### config.mk
export PLATFORM = sky130hd
export DESIGN_NAME = if_resp_queue
export DESIGN_NICKNAME = d
export VERILOG_FILES = /design/src/rtl/if_resp_queue.sv
export SDC_FILE = /design/constraint.sdc
export NUM_CORES = 1
export LEC_CHECK = 0
export ABC_CLOCK_PERIOD_IN_PS = 8100
export CAP_MARGIN = 20
export CORE_MARGIN = 5
export CORE_UTILIZATION = 35
export DETAILED_ROUTE_END_ITERATION = 7
export DONT_BUFFER_PORTS = 1
export PLACE_DENSITY = 0.5
export SETUP_SLACK_MARGIN = 0.2
export SYNTH_ARGS = -nofsm -noshare
export SYNTH_HDL_FRONTEND = slang
export SYNTH_SLANG_ARGS = --single-unit
### constraint.sdc
create_clock -name clk -period 8.1 [get_ports clk]
set_input_delay 1.215 -clock clk [delete_from_list [all_inputs] [get_ports clk]]
set_output_delay 1.215 -clock clk [all_outputs]
set_load 0.02 [all_outputs]
### src/rtl/if_resp_queue.sv
// Fetch response tracker: pairs returning instructions with their issued addresses, in order.
// Optional drop counter port/logic enabled by defining IF_RESP_PERF_EN.
module if_resp_queue #(
    parameter int ADDR_W = 32,
    parameter int INST_W = 32,
    parameter int DEPTH  = 4
) (
    input  logic              clk,
    input  logic              reset,
    input  logic              flush,
    input  logic              excp_flush,
    input  logic              ertn_flush,
    input  logic [ADDR_W-1:0] vaddr,
    input  logic              vaddr_valid,
    output logic              vaddr_ready,
    input  logic [INST_W-1:0] inst_i,
    input  logic              inst_valid,
    output logic              inst_ready,
    output logic [INST_W-1:0] inst_o,
    output logic [ADDR_W-1:0] vaddr_o,
    output logic              ib_valid,
`ifdef IF_RESP_PERF_EN
    output logic [31:0]       perf_drop_cnt,
`endif
    input  logic              ib_ready
);

    localparam int PW = $clog2(DEPTH);

    logic [PW:0]       wr_ptr, rd_ptr;
    logic [PW-1:0]     wr_idx, rd_idx;
    logic [ADDR_W-1:0] addr_mem [DEPTH];
    logic [DEPTH-1:0]  kill;
    logic [DEPTH-1:0]  occupied;
    logic [PW:0]       count;
    logic              full, empty, any_flush, head_kill;
    logic              enq, pop, drop, load;
    logic              out_valid;

    assign wr_idx    = wr_ptr[PW-1:0];
    assign rd_idx    = rd_ptr[PW-1:0];
    assign full      = (wr_ptr[PW] != rd_ptr[PW]) && (wr_idx == rd_idx);
    assign empty     = (wr_ptr == rd_ptr);
    assign any_flush = flush | excp_flush | ertn_flush;
    assign head_kill = kill[rd_idx];

    assign vaddr_ready = !full && !any_flush;
    assign inst_ready  = !empty && (head_kill || any_flush || !out_valid || ib_ready);

    assign enq  = vaddr_valid && vaddr_ready;
    assign pop  = inst_valid && inst_ready;
    assign drop = pop && (head_kill || any_flush);
    assign load = pop && !drop;

    assign count = wr_ptr - rd_ptr;

    // An index is occupied when its distance from the head is below the fill count.
    always_comb begin
        occupied = '0;
        for (int unsigned i = 0; i < DEPTH; i++) begin
            occupied[i] = ({1'b0, PW'(i) - rd_idx} < count);
        end
    end

    always_ff @(posedge clk or posedge reset) begin
        if (reset) begin
            wr_ptr <= '0;
            rd_ptr <= '0;
            kill   <= '0;
        end else begin
            if (enq) begin
                wr_ptr       <= wr_ptr + 1'b1;
                kill[wr_idx] <= 1'b0;
            end
            if (pop) begin
                rd_ptr <= rd_ptr + 1'b1;
            end
            // Enqueue is blocked in a flush cycle, so these never collide.
            if (any_flush) begin
                kill <= kill | occupied;
            end
        end
    end

    always_ff @(posedge clk) begin
        if (enq) begin
            addr_mem[wr_idx] <= vaddr;
        end
    end

    always_ff @(posedge clk or posedge reset) begin
        if (reset) begin
            out_valid <= 1'b0;
            inst_o    <= '0;
            vaddr_o   <= '0;
        end else if (load) begin
            out_valid <= 1'b1;
            inst_o    <= inst_i;
            vaddr_o   <= addr_mem[rd_idx];
        end else if (any_flush || ib_ready) begin
            out_valid <= 1'b0;
        end
    end

    assign ib_valid = out_valid;

`ifdef IF_RESP_PERF_EN
    always_ff @(posedge clk or posedge reset) begin
        if (reset) begin
            perf_drop_cnt <= '0;
        end else if (drop && (perf_drop_cnt != '1)) begin
            perf_drop_cnt <= perf_drop_cnt + 32'd1;
        end
    end
`endif

endmodule

==> out/summary.txt <==
Die area - 25400 µm²
Busiest grt layer - met2
Clock Tree Buf Depth - 3
Final wirelength - 14550 µm
Status - finished, final reports clean
Total number of vias - 3434
Clk slew on worst S/H paths - 0.06 ns
ANT nets after route - 0
Ys Warns - 0
Arrival @ worst endpoint - 2.84 ns
Initial Utilization - 35.67%
Maximum clock rate - 246.9 MHz
Fin crit share - 50.01%
Met2 Use GR - 18.21%
Dpl hpwl - 8998 µm
Initial antenna violation count - 0
Count of pins over their slew limit - 0
Max-cap violations - 0
Worst-Margin Slew - 0.9203 ns
Die width - 159.4 µm
Gp weighted congestion - 0.7345
Largest net degree at the start of global routing - 66
Hold Fails Final Rpt - 0
Critical path data required time - 6.88 ns
PD cells - 325.2 nW/µm²
Crit-path max FO - 36
Hold Buf Count CTS - 0
Netlist cell types - 34
Setup TNS Final - 0 ns
Worst VDD drop - 0.1170 mV
Post-synth EDFFs - 128
H-tree levels - 1
Vias in the first global route - 3663
Port buffer count - 0
Syn nets - 469
Min Tclk post-route - 4.051 ns
First-pass GRT wire length - 22180 µm
Nets - 481
CP endpoint kind - output pin
Clk sink count - 203
Pre-Repair DR Iteration Count - 4
Area of the mapped netlist - 7809 µm²
Met1 usage - 13.85%
Synth Flop Type - edfxtp_1
Share of post-route cells with drive strength above 1 - 21.65%
Setup repair after global routing missed its margin - no
Filler Cells Inserted - 1950
Area post-placement - 8071 µm²
Iter 0 DRT Violations - 150
Yosys reg bits - 203
Vias per cell - 4.970
Lkg Pwr - 0.003426 µW
Post-synthesis cell count - 382
Clock skew - 0.008203 ns
Height of the die - 159.4 µm
GR Util met3 - 4.012%
TritonCTS clock tree - done
Cts repair resizes - 0
Final setup viols - 0
Num CTS Buffers - 23
Io pins - 139
Area Overhead vs Synth - 12.59%
Post-detailed-route wirelength per cell - 21.06 µm
Synth async-reset ratio - 36.95%
Tot GR Track Use - 11.15%
Post-CTS Repair Setup Buffers - 0
Crit Path Class - flop to output pin
Avg Cell Area, Syn - 20.44 µm²
Final instance area - 8792 µm²
Slew HR - 38.65%
Clock latency on the worst-skew pair - 0.51 ns
Hold Path Class - flop to flop
Total global routing overflow - 0
Sequential share of the synthesized area - 73.26%
Residual DRC count - 0
Core ar. - 21890 µm²
Diodes inserted - 0
Root Buffer - clkbuf_16
Row count - 54
Critical Path Source Type - flop
==> state kept, by name (all words and copies together), names as in the netlist <==
| signal | cells |
|---|---|
| rd_ptr | 3 |
| vaddr_o | 32 |
| ib_valid | 1 |
| inst_o | 32 |
| wr_ptr | 3 |
| kill | 4 |
| addr_mem | 128 |
==> metal layers <==
layer,share of wire [%],vias to the layer above
met5,0,-
met4,2.4,0
li1,-,1497
met2,49,113
met1,41,1795
met3,7.9,29
==> report_power, final <==
group / internal, µW / switching, µW
Combinational: 266 / 259
Sequential: 1200 / 161
Clock: 577 / 398
Total: 2040 / 818
==> path summary, 6_finish.rpt <==
path / from / to / slack (ns) / cells past startpoint
min in group asynchronous: reset / inst_o[14]$_DFFE_PP0P_ / 0.65 / 1
min reg2reg: wr_ptr[2]$_DFFE_PP0P_ / wr_ptr[2]$_DFFE_PP0P_ / 0.49 / 1
max in group asynchronous: reset / rd_ptr[1]$_DFFE_PP0P_ / 6.48 / 2
min: wr_ptr[2]$_DFFE_PP0P_ / wr_ptr[2]$_DFFE_PP0P_ / 0.49 / 1
max reg2reg: rd_ptr[1]$_DFFE_PP0P_ / addr_mem[3][26]$_DFFE_PP_ / 4.37 / 5
max: rd_ptr[1]$_DFFE_PP0P_ / vaddr_ready / 4.05 / 3
==> area by class of cell <==
class                      count  area (µm²)  area share (%)
multi-input combinational    151        1929           21.94
timing repair buffer           3       22.52          0.2562
clock buffer                  31       625.6           7.115
sequential                   203        5723           65.09
tap                          280       350.3           3.985
inverter                      12       46.29          0.5265
clock inverter                11       95.09           1.082
==> synth_stat cells, types with 4 or more instances <==
cell      number  area, µm²
buf_8          5      75.07
edfxtp_1     128       3844
inv_1         12      45.04
ha_1          14      175.2
mux4_2        33      743.2
dfrtp_1       75       1877
mux2_2        11      123.9
clkbuf_1       4      15.01
nor2_1         6      22.52
mux2_1        54      608.1
buf_1          4      15.01
==> stage by stage <==
stage,hold WS (ns),utilization [%],power [µW],instances,worst slack (ns)
after floorplan,0.4607,-,1770,382,4.476
after CTS,0.4952,40.16,2917,691,3.963
after detailed placement,0.4857,36.87,1924,649,4.260
after global placement,0.4793,36.87,1915,649,4.336
final,0.4936,40.16,2859,691,4.049
after global routing,0.5099,40.16,3020,691,3.899
==> logic make-up (layout without fill, tap and decap cells) <==
kind of cell	Yosys count	count (layout)	share of synthesized area, %
AOI/OAI and AO/OA	12	12	1.010
DFF	203	203	73.26
buffers and inverters	28	57	2.195
xor gates and xnor gates	6	6	0.6731
muxes	99	99	19.02
and+or+nand+nor	19	19	1.346
adders and majority gates	15	15	2.500
==> placed cells by master, fill, tap and decap left out, types with 3 or more instances in the layout <==
cell,netlist,routed
clkinv_2,0,7
mux4_2,33,33
mux2_1,54,54
mux2_2,11,11
inv_1,12,10
clkbuf_1,4,6
nor2_1,6,6
ha_1,14,14
clkbuf_16,0,23
buf_4,0,3
xnor2_1,3,3
xor2_1,3,3
dfrtp_1,75,73
edfxtp_1,128,128
and3_2,0,3
==> worst max-delay path, stage by stage (launching register included) <==
cell and delay (ns):
dfrtp_2 0.96, inv_1 0.29, ha_1 0.37, a31oi_1 0.70
Power figures use the tool's default switching activity.
